**config.mk**
```make
export PLATFORM = sky130hd
export DESIGN_NAME = wb_mtimer
export DESIGN_NICKNAME = d
export VERILOG_FILES = /design/src/rtl/wb_mtimer.sv
export SDC_FILE = /design/constraint.sdc
export NUM_CORES = 1
export LEC_CHECK = 0
export CAP_MARGIN = 40
export CORE_ASPECT_RATIO = 1.2
export CORE_MARGIN = 2
export CORE_UTILIZATION = 53
export DETAILED_ROUTE_END_ITERATION = 16
export PLACE_DENSITY = 0.77
export SKIP_CTS_REPAIR_TIMING = 1
export SLEW_MARGIN = 20
export SYNTH_ARGS = -nofsm -noshare
export SYNTH_HDL_FRONTEND = slang
export SYNTH_SLANG_ARGS = --single-unit
```
**constraint.sdc**
```tcl
create_clock -name clk -period 8.7 [get_ports clk]
set_input_delay 2.61 -clock clk [delete_from_list [all_inputs] [get_ports clk]]
set_output_delay 2.61 -clock clk [all_outputs]
set_load 0.02 [all_outputs]
```
**src/rtl/wb_mtimer.sv**
```systemverilog
// wb_mtimer: RISC-V machine timer (mtime/mtimecmp, prescaler, level irq) behind a Wishbone slave.
// Latency: ack and read data one cycle after each request; irq_timer one cycle after a compare change.
// Backpressure: none, stall is tied low and every request (including unmapped offsets) is acked.
module wb_mtimer #(
  parameter logic [15:0] PRESCALE_RESET = 16'd0,
  parameter logic        ENABLE_RESET   = 1'b1
) (
  input  logic        clk,
  input  logic        rst,
  input  logic        wb_cyc,
  input  logic        wb_stb,
  input  logic        wb_we,
  input  logic [31:0] wb_adr,
  input  logic [3:0]  wb_sel,
  input  logic [31:0] wb_dat_m,
  output logic [31:0] wb_dat_s,
  output logic        wb_ack,
  output logic        wb_stall,
  output logic        wb_err,
  output logic        irq_timer
);

  localparam logic [2:0] A_MTIME_LO = 3'd0;
  localparam logic [2:0] A_MTIME_HI = 3'd1;
  localparam logic [2:0] A_CMP_LO   = 3'd2;
  localparam logic [2:0] A_CMP_HI   = 3'd3;
  localparam logic [2:0] A_CTRL     = 3'd4;

  logic [63:0] r_mtime;
  logic [63:0] r_mtimecmp;
  logic [31:0] r_shadow_hi;
  logic [15:0] r_cnt;
  logic [15:0] r_prescale;
  logic        r_en;
  logic        r_ack;
  logic [31:0] r_dat;
  logic        r_irq;

  logic        w_req;
  logic        w_wr;
  logic        w_rd;
  logic [2:0]  w_idx;
  logic        w_tick;
  logic [31:0] w_ctrl;
  logic [31:0] w_ctrl_new;
  logic [31:0] w_rdata;
  logic        w_unused;

  // Byte-lane merge: selected lanes take the bus data, the rest keep the old value.
  function automatic logic [31:0] lane_merge(input logic [31:0] old_v, input logic [31:0] new_v,
                                             input logic [3:0] sel);
    logic [31:0] res;
    for (int b = 0; b < 4; b++) begin
      res[8*b +: 8] = sel[b] ? new_v[8*b +: 8] : old_v[8*b +: 8];
    end
    return res;
  endfunction

  assign w_req      = wb_cyc & wb_stb;
  assign w_wr       = w_req & wb_we;
  assign w_rd       = w_req & ~wb_we;
  assign w_idx      = wb_adr[4:2];
  assign w_tick     = r_en && (r_cnt == r_prescale);
  assign w_ctrl     = {r_prescale, 15'd0, r_en};
  assign w_ctrl_new = lane_merge(w_ctrl, wb_dat_m, wb_sel);
  assign w_unused   = ^{wb_adr[31:5], wb_adr[1:0], w_ctrl_new[15:1]};

  // Read mux over current register values; HI returns the snapshot taken by the last LO read.
  always_comb begin
    w_rdata = 32'd0;
    case (w_idx)
      A_MTIME_LO: w_rdata = r_mtime[31:0];
      A_MTIME_HI: w_rdata = r_shadow_hi;
      A_CMP_LO:   w_rdata = r_mtimecmp[31:0];
      A_CMP_HI:   w_rdata = r_mtimecmp[63:32];
      A_CTRL:     w_rdata = w_ctrl;
      default:    w_rdata = 32'd0;
    endcase
  end

  // Bus response: ack one cycle after each request, data only on reads.
  always_ff @(posedge clk or posedge rst) begin
    if (rst) begin
      r_ack <= 1'b0;
      r_dat <= 32'd0;
    end else begin
      r_ack <= w_req;
      r_dat <= w_rd ? w_rdata : 32'd0;
    end
  end

  // Control register and prescale counter; any CTRL write restarts the tick phase.
  always_ff @(posedge clk or posedge rst) begin
    if (rst) begin
      r_en       <= ENABLE_RESET;
      r_prescale <= PRESCALE_RESET;
      r_cnt      <= 16'd0;
    end else begin
      if (w_wr && w_idx == A_CTRL) begin
        r_en       <= w_ctrl_new[0];
        r_prescale <= w_ctrl_new[31:16];
        r_cnt      <= 16'd0;
      end else if (r_en) begin
        r_cnt <= w_tick ? 16'd0 : r_cnt + 16'd1;
      end
    end
  end

  // mtime: a bus write to either half suppresses that cycle's tick entirely.
  always_ff @(posedge clk or posedge rst) begin
    if (rst) begin
      r_mtime <= 64'd0;
    end else if (w_wr && w_idx == A_MTIME_LO) begin
      r_mtime <= {r_mtime[63:32], lane_merge(r_mtime[31:0], wb_dat_m, wb_sel)};
    end else if (w_wr && w_idx == A_MTIME_HI) begin
      r_mtime <= {lane_merge(r_mtime[63:32], wb_dat_m, wb_sel), r_mtime[31:0]};
    end else if (w_tick) begin
      r_mtime <= r_mtime + 64'd1;
    end
  end

  // mtimecmp writes and the coherent-read snapshot of mtime[63:32].
  always_ff @(posedge clk or posedge rst) begin
    if (rst) begin
      r_mtimecmp  <= 64'hFFFF_FFFF_FFFF_FFFF;
      r_shadow_hi <= 32'd0;
    end else begin
      if (w_wr && w_idx == A_CMP_LO)
        r_mtimecmp[31:0] <= lane_merge(r_mtimecmp[31:0], wb_dat_m, wb_sel);
      if (w_wr && w_idx == A_CMP_HI)
        r_mtimecmp[63:32] <= lane_merge(r_mtimecmp[63:32], wb_dat_m, wb_sel);
      if (w_rd && w_idx == A_MTIME_LO)
        r_shadow_hi <= r_mtime[63:32];
    end
  end

  // Level interrupt from a registered unsigned compare, independent of EN.
  always_ff @(posedge clk or posedge rst) begin
    if (rst) r_irq <= 1'b0;
    else     r_irq <= (r_mtime >= r_mtimecmp);
  end

  assign wb_ack    = r_ack;
  assign wb_dat_s  = r_dat;
  assign wb_stall  = 1'b0;
  assign wb_err    = 1'b0;
  assign irq_timer = r_irq;

endmodule

```
==> impl_metrics.py, run 1 <==
metrics = {
    "logic_synthesis": {
        "synth_edf_count": 0,
        "synthDistinctLibCells": 67,
        "netlist_area_um2": 13400,
        "ys_seq_area_frac": 0.431,
        "syn_avg_cell_area_um2": 9.97,
        "synthCells": 1341,
        "synth-seq-cells": 227,
        "yosysWarnings": 0,
        "synthArstFlopShare": 1.00,
        "synth_ff_type": "dfrtp_1",
    },
    "sta": {
        "setup_tns_ns": 0,
        "maxSlewHeadroom": 0.463,
        "drv_slew": 0,
        "fin_crit_ns": 5.56,
        "fin_ws_ns": 3.14,
        "fmax_mhz": 180,
        "finalHoldViolCount": 0,
        "period_share": 0.640,
        "tightest_slew_ns": 0.799,
        "skew_ns": 0.00871,
        "setup_viol": 0,
        "rsz0062_at_grt": "no",
    },
    "floorplan": {
        "row_count": 63,
        "die_y_um": 178,
        "io_pins": 109,
        "dieArea_um2": 26500,
        "start_util": 0.540,
        "coreArea_um2": 24800,
        "die_w_um": 149,
    },
    "routing": {
        "drc_errors": 0,
        "post_drt_wl_per_cell_um": 22.6,
        "drtAntennaViolNets": 0,
        "drtPass1Iterations": 5,
        "via_per_inst": 6.50,
        "drtIter0Drc": 1108,
        "wl_mm": 39.7,
        "vias": 11400,
    },
    "grt": {
        "grt_usage": 0.298,
        "grt_first_pass_wirelength_mm": 61.2,
        "antenna_found_initial": 1,
        "grt_overflow": 0,
        "grt_pass1_vias": 11000,
        "grt_max_degree": 59,
    },
    "clocking": {
        "clock-sinks": 227,
        "clk_latency_ns": 0.53,
        "clockBufferDepth": 3,
        "path_clk_slew_ns": 0.06,
        "h-tree-depth": 1,
        "cts_root_buffer": "clkbuf_16",
        "cts_tree": "done",
        "numCtsBuffers": 24,
    },
    "place": {
        "dp_hpwl_mm": 28.1,
        "portBuffers": 77,
        "gp_congestion": 0.926,
        "dpl.cell_count": 1704,
        "dp_slack_ns": 2.57,
    },
    "worst_setup_path": {
        "crit_type": "primary input to flop",
        "cp-end-kind": "flop",
        "crit_required_ns": 9.12,
        "crit_arrival_ns": 5.98,
        "path_buf_inv": 2,
        "r2r_end": "r_mtime[61]",
        "crit_family": "simple AND/OR/NAND/NOR gates",
        "ff2ff_path_depth": 6,
        "critical-path-max-stage-delay_ns": 0.70,
        "cp_max_fo": 39,
        "path_cells": "buf_2 > buf_4 > nand4b_1 > or2_2 > nand3_1 > nand2_1 > mux2_2",
        "timing.rr.start": "r_mtime[25]",
        "critPathLaunchType": "primary input",
        "crit_slowest_cell": "nand3_1",
        "r2r_slack_ns": 5.61,
    },
    "layout": {
        "regArea_um2": 5760,
        "nFillCells": 2078,
        "final_layout_size_suffix_gt1_frac": 0.195,
        "multiInputGateArea_um2": 6960,
        "num-nets-final": 1548,
        "instances_no_fill": 1753,
        "post-route-util": 0.616,
        "area_growth_pct": 13.9,
    },
    "min_path": {
        "hold_start": "r_mtimecmp[0]",
        "holdPathEnd": "r_mtimecmp[0]",
        "whs_path_depth": 2,
        "min_path_type": "flop to flop",
    },
    "pwr": {
        "powerDensity_nw_per_um2": 177,
        "peakVddDrop_mv": 0.167,
        "p_leak_nw": 6.41,
    },
    "run": {
        "cap_violations": 0,
    },
    "status": {
        "status": "completed",
    },
}
tightest hold or removal path, stage by stage (launching register included):
cell	delay, ns
dfstp_2	0.38
nand2_1	0.04
o21ai_0	0.06
sequential cells by signal (all words and copies together), names as in the netlist:
name / count
r_mtime: 64
r_mtimecmp: 64
r_shadow_hi: 32
wb_dat_s: 32
r_cnt: 16
r_prescale: 16
irq_timer: 1
r_en: 1
wb_ack: 1
cells in the final DEF (no fill, tap or decap), types with 32 or more instances in the layout:
cell type        netlist  final
a21oi_1              117    117
a22oi_1               32     32
clkdlybuf4s50_1        0     76
dfrtp_1              162    162
dfstp_2               65     65
ha_1                  66     66
inv_1                 85     84
mux2_2               113    113
nand2_1               80     80
nand3_1               40     40
nand4_1               32     32
nor2_1                98     95
o21ai_0               57     57
area by class of cell:
class                      count  share of cell area
antenna                        1            0.000164
inverter                      85              0.0212
sequential                   227               0.378
timing repair buffer         109              0.0688
clock inverter                 3            0.000985
multi-input combinational    962               0.456
tap                          325              0.0267
clock buffer                  41              0.0476
worst max-delay path by stage:
| stage | from | end | slack, ns | depth (start not counted) |
|---|---|---|---|---|
| global placement | wb_adr[2] | r_mtimecmp[39] | 2.20 | 5 |
| finish | wb_adr[3] | r_mtime[1] | 3.14 | 7 |
| global route | wb_adr[3] | r_mtime[1] | 3.07 | 7 |
| floorplan | rst | irq_timer | 3.18 | 1 |
| detailed placement | wb_adr[4] | r_mtime[57] | 2.57 | 7 |
| CTS | wb_adr[4] | r_mtime[57] | 3.07 | 7 |
cells in the mapped netlist, drive strengths merged, types with 6 or more instances:
master	instances	area, µm²
a2bb2oi	14	123
nand2b	7	43.8
and4	15	135
mux2i	22	220
o2bb2ai	9	78.8
clkbuf	56	272
o21ai	57	285
nor2b	12	75.1
mux2	113	1270
ha	66	826
a41oi	7	61.3
o211ai	6	45.0
and2	14	91.3
a31oi	27	169
buf	10	52.5
a21o	7	52.6
a22oi	32	240
xor2	15	131
mux4	10	225
dfstp	65	1710
dfrtp	162	4050
a32oi	10	87.6
nor3	16	80.1
nand3	42	220
nor4	18	119
inv	85	319
o22ai	6	37.5
nor2	98	368
and3	27	173
xnor2	17	149
a21oi	117	586
nand2	82	313
o22a	25	219
nand4	32	200
metal layers:
metal | vias up | part of all wire | global-route usage
li1 | 5071 | - | -
met1 | 5560 | 0.39 | 0.382
met2 | 603 | 0.46 | 0.475
met3 | 159 | 0.080 | 0.0455
met4 | 0 | 0.075 | 0.188
met5 | - | 0 | 0
kinds of logic after synthesis:
| family | Yosys count | synth area share |
|---|---|---|
| AOI/OAI and AO/OA | 337 | 0.161 |
| muxes | 145 | 0.128 |
| DFF | 227 | 0.431 |
| other | 1 | 0.000280 |
| buffers and inverters | 153 | 0.0513 |
| adders and majority gates | 66 | 0.0617 |
| and+or+nand+nor | 380 | 0.145 |
| xor gates and xnor gates | 32 | 0.0210 |
report_power, final:
part	switching [W]	internal [W]
sequential	0.0000899	0.00117
clock	0.000429	0.000563
combinational	0.000251	0.000196
metrics by stage:
step / hold WS (ns) / cell area, µm² / power [W]
2_1_floorplan: 0.468 / 13400 / 0.00154
3_3_place_gp: 0.483 / 14400 / 0.00169
3_5_place_dp: 0.488 / 14500 / 0.00171
4_1_cts: 0.497 / 15200 / 0.00270
5_1_grt: 0.513 / 15200 / 0.00280
6_report: 0.493 / 15200 / 0.00270
Note: power is estimated with default switching activity, not from simulation.
==> inputs of run 2 (changes only) <==
- CORE_UTILIZATION: 53 -> 59
- PLACE_DENSITY: 0.77 -> 0.81
- clock period: 8.7 -> 5.55 ns (I/O delays scaled with it)
==> run 2 against run 1 <==
  * Final cell count is 2.7% lower
  * Flip-flop and latch count is the same
  * Utilization increased by 6.5 points
  * Via count increased by 1.3%
  * Wire length grew 0.18%
  * First-iteration DRC count rose by 43%
  * Sequential power up 56%
  * Largest cell class unchanged
==> impl_metrics.py, run 2 (same netlist as run 1, synthesis figures left out) <==
metrics = {
    "sta": {
        "maxSlewHeadroom": 0.392,
        "fmax_mhz": 232,
        "rsz0062_at_grt": "no",
        "hold_ws_ns": 0.506,
        "setup_viol": 0,
        "drv_slew": 0,
        "finalHoldViolCount": 0,
        "period_share": 0.777,
        "skew_ns": 0.0120,
        "tightest_slew_ns": 0.909,
        "fin_crit_ns": 4.31,
        "fin_ws_ns": 1.24,
        "setup_tns_ns": 0,
    },
    "worst_setup_path": {
        "critical-path-max-stage-delay_ns": 0.89,
        "cp-end-kind": "flop",
        "crit_arrival_ns": 4.76,
        "crit_required_ns": 6.00,
        "crit_slowest_cell": "clkdlybuf4s50_1",
        "crit_type": "primary input to flop",
        "critPathLaunchType": "primary input",
        "cp_max_fo": 17,
        "r2r_slack_ns": 2.42,
        "path_cells": "clkdlybuf4s50_1 > or2_2 > nor3_1 > nand2_1 > mux2_2",
    },
    "pwr": {
        "p_leak_nw": 6.44,
        "powerDensity_nw_per_um2": 282,
        "peakVddDrop_mv": 0.291,
    },
    "grt": {
        "grt_max_degree": 140,
        "grt_first_pass_wirelength_mm": 62.1,
        "grt_pass1_vias": 11300,
        "antenna_found_initial": 0,
        "grt_usage": 0.332,
        "grt_overflow": 0,
    },
    "place": {
        "dp_slack_ns": 0.838,
        "dp_hpwl_mm": 27.9,
        "portBuffers": 77,
        "gp_congestion": 0.979,
        "place_area_um2": 14400,
    },
    "layout": {
        "final_layout_size_suffix_gt1_frac": 0.198,
        "layout_commonest_cell": "dfrtp_1",
        "diodes": 0,
        "fin_area_um2": 15200,
        "post-route-util": 0.681,
        "area_growth_pct": 13.8,
        "num-nets-final": 1548,
        "final_cell_mix": "dfrtp_1, a21oi_1, mux2_2, nor2_1, inv_1",
        "reg.largest.list": "r_mtime x64, r_mtimecmp x64",
    },
    "routing": {
        "wl_mm": 39.8,
        "post_drt_wl_per_cell_um": 23.3,
        "drtAntennaViolNets": 0,
        "drc_errors": 0,
        "drtIter0Drc": 1587,
        "drtPass1Iterations": 6,
        "vias": 11500,
        "via_per_inst": 6.77,
    },
    "clocking": {
        "cts_root_buffer": "clkbuf_16",
        "clk_latency_ns": 0.53,
        "cts_tree": "done",
        "numCtsBuffers": 24,
        "path_clk_slew_ns": 0.06,
        "clockBufferDepth": 3,
        "clock-sinks": 227,
        "h-tree-depth": 1,
    },
    "floorplan": {
        "dieArea_um2": 23900,
        "die_w_um": 141,
        "coreArea_um2": 22400,
        "row_count": 60,
        "io_pins": 109,
        "start_util": 0.598,
        "die_y_um": 169,
    },
    "run": {
        "cap_violations": 0,
    },
    "min_path": {
        "min_path_type": "flop to flop",
    },
    "status": {
        "status": "completed",
    },
}
[run 2: worst paths after layout]
check | start | endpoint | cells past startpoint
setup / recovery | wb_adr[4] | r_mtimecmp[9] | 5
hold / removal | r_shadow_hi[22] | r_shadow_hi[22] | 1
setup reg to reg | r_mtime[13] | r_mtime[62] | 7
hold reg to reg | r_shadow_hi[22] | r_shadow_hi[22] | 1
max in group asynchronous | rst | r_mtime[45] | 3
min in group asynchronous | rst | wb_dat_s[18] | 3
[run 2: metal layers]
metal | wire, µm | share of wire | vias to the layer above | track usage
met3 | 3600 | 0.090 | 170 | 0.0574
met5 | 0 | 0 | - | 0
met4 | 2580 | 0.065 | 0 | 0.186
met1 | 15000 | 0.38 | 5632 | 0.421
li1 | - | - | 5077 | -
met2 | 18600 | 0.47 | 659 | 0.539
[run 2: stage by stage]
stage | instances | power, W
2_1_floorplan | 1342 | 0.00241
3_3_place_gp | 1654 | 0.00264
3_5_place_dp | 1658 | 0.00268
4_1_cts | 1701 | 0.00430
5_1_grt | 1705 | 0.00446
6_report | 1705 | 0.00429
[run 2: worst max-delay path: cells and delay by family]
kind | cells | cell delay [ns]
mux | 1 | 0.43
buf+inv | 1 | 0.89
simple gates | 3 | 1.77
[run 2: power breakdown]
part	leakage [nW]	internal, W	total, W	switching, W
clock network	0.395	0.000961	0.00162	0.000661
logic	3.19	0.000305	0.000700	0.000395
registers	2.86	0.00183	0.00197	0.000143
[run 2: final cells by class]
cell class              count  area, µm²
inverters                  85        323
repair buffers            109       1040
fillers                  1722       7150
well taps                 279        349
clock inverters             5       50.0
flip-flops and latches    227       5760
clock buffers              38        744
multi-input cells         962       6960
==> inputs of run 3 (changes only) <==
- CORE_UTILIZATION: 59 -> 53
- PLACE_DENSITY: 0.81 -> 0.77
- clock period: 5.55 -> 3.55 ns (I/O delays scaled with it)
==> run 3 against run 2 <==
  * Register-to-register slack lost 1.9 ns
  * Final cell count grew 4.1%
  * First-iteration DRC count shrank 31%
  * Sequential share of layout area shrank 0.60 points
  * Sequential power grew 56%
  * Die area grew 11%
  * Clock power grew 53%
  * Wire length grew 1.5%
  * Clock skew grew 0.020 ns
  * Utilization shrank 5.5 points
  * Hold slack lost 0.0024 ns
==> impl_metrics.py, run 3 (same netlist as run 1, synthesis figures left out) <==
metrics = {
    "min_path": {
        "hold_start": "r_mtimecmp[32]",
        "min_path_type": "flop to flop",
        "whs_path_depth": 2,
        "holdPathEnd": "r_mtimecmp[32]",
    },
    "pwr": {
        "pwr-share-clk": 0.372,
        "p_int_w": 0.00474,
        "peakVddDrop_mv": 0.393,
        "power_frac_seq": 0.462,
        "powerDensity_nw_per_um2": 431,
        "p_switching_w": 0.00193,
        "p_leak_nw": 6.56,
        "power.share.combinational": 0.167,
        "switching_share": 0.290,
    },
    "layout": {
        "num-nets-final": 1570,
        "diodes": 0,
        "layout_commonest_cell": "dfrtp_1",
        "fin_area_um2": 15500,
        "area_growth_pct": 15.7,
        "post-route-util": 0.625,
        "reg.largest.list": "r_mtime x64, r_mtimecmp x64",
        "final_cell_mix": "dfrtp_1, a21oi_1, mux2_2, nor2_1, inv_1",
        "final_layout_size_suffix_gt1_frac": 0.210,
    },
    "floorplan": {
        "io_pins": 109,
        "dieArea_um2": 26500,
        "start_util": 0.540,
        "die_w_um": 149,
        "coreArea_um2": 24800,
        "row_count": 63,
        "die_y_um": 178,
    },
    "worst_setup_path": {
        "critical-path-max-stage-delay_ns": 0.73,
        "r2r_slack_ns": 0.47,
        "r2r_end": "r_mtime[61]",
        "path_buf_inv": 0,
        "timing.rr.start": "r_mtime[3]",
        "cp-end-kind": "flop",
        "crit_type": "flop to flop",
        "critPathLaunchType": "flop",
        "crit_arrival_ns": 3.50,
        "crit_slowest_cell": "or4_1",
        "startpoint": "r_mtime[3]",
        "crit_required_ns": 3.97,
        "ff2ff_path_depth": 6,
        "crit_family": "simple AND/OR/NAND/NOR gates",
        "path_cells": "nand4_1 > or3_1 > or4_1 > or4_1 > o22a_1 > o22a_1",
        "cp_max_fo": 8,
    },
    "routing": {
        "post_drt_wl_per_cell_um": 22.7,
        "wl_mm": 40.4,
        "drtAntennaViolNets": 0,
        "via_per_inst": 6.45,
        "drtPass1Iterations": 5,
        "drc_errors": 0,
        "vias": 11400,
        "drtIter0Drc": 1094,
    },
    "sta": {
        "setup_viol": 0,
        "fin_crit_ns": 3.08,
        "tightest_slew_ns": 0.702,
        "rsz0062_at_grt": "no",
        "period_share": 0.867,
        "maxSlewHeadroom": 0.529,
        "drv_slew": 0,
        "skew_ns": 0.0316,
        "finalHoldViolCount": 0,
        "fmax_mhz": 325,
    },
    "clocking": {
        "cts_root_buffer": "clkbuf_16",
        "h-tree-depth": 1,
        "path_clk_slew_ns": 0.06,
        "clock-sinks": 227,
        "numCtsBuffers": 25,
        "clockBufferDepth": 3,
        "cts_tree": "done",
        "clk_latency_ns": 0.55,
    },
    "grt": {
        "grt_overflow": 0,
        "grt_first_pass_wirelength_mm": 62.7,
        "antenna_found_initial": 1,
        "grt.met2_usage": 0.497,
        "use_met1": 0.396,
        "grt_max_degree": 59,
        "use_met3": 0.0409,
        "grt_pass1_vias": 11200,
        "top_usage_layer": "met2",
        "grt_usage": 0.307,
    },
    "place": {
        "dp_hpwl_mm": 29.3,
        "place_area_um2": 14700,
        "portBuffers": 77,
        "gp_congestion": 0.942,
    },
    "run": {
        "cap_violations": 0,
    },
    "status": {
        "status": "completed",
    },
}
[run 3: how the worst max path moves through the flow]
stage | endpoint | slack (ns) | depth (start not counted)
2_1_floorplan | irq_timer | -0.43 | 1
4_1_cts | r_mtime[61] | 0.52 | 6
3_3_place_gp | r_mtimecmp[52] | -0.17 | 6
5_1_grt | r_mtime[53] | 0.38 | 6
3_5_place_dp | r_mtimecmp[58] | 0.28 | 7
6_report | r_mtime[61] | 0.47 | 6
[run 3: tightest hold or removal path, stage by stage, from the launching register on]
cell	delay (ns)
dfstp_2	0.38
nand2_1	0.05
o21ai_0	0.06
[run 3: metal layers]
metal  up-vias  routed length (µm)
li1       5098                   -
met2       581               18600
met4         0                2790
met5         -                   0
met3       140                3000
met1      5629               16000
[run 3: layout make-up]
| cell class | instances | area (µm²) |
|---|---|---|
| sequential | 227 | 5760 |
| clock buffer | 39 | 718 |
| timing repair buffer | 130 | 1260 |
| multi-input combinational | 962 | 6960 |
| inverter | 85 | 323 |
| clock inverter | 7 | 42.5 |
| tap | 325 | 407 |
| fill | 2045 | 9280 |
[run 3: power by group through the flow]
stage / sequential (W) / combinational [W] / clock, W
after CTS: 0.00307 / 0.00110 / 0.00250
after global routing: 0.00311 / 0.00122 / 0.00260
after floorplan: 0.00305 / 0.000729 / 0
final: 0.00308 / 0.00111 / 0.00248
after detailed placement: 0.00312 / 0.00109 / 0
after global placement: 0.00310 / 0.00106 / 0
[run 3: per-stage QoR]
stage	TNS [ns]	std cells	power [W]	hold WS (ns)	worst slack [ns]
floorplan	-69.32	1342	0.00377	0.468	-0.428
global placement	-5.35	1728	0.00416	0.483	-0.174
detailed placement	0	1729	0.00421	0.495	0.276
CTS	0	1775	0.00667	0.503	0.523
global route	0	1775	0.00693	0.529	0.376
finish	0	1775	0.00667	0.503	0.471
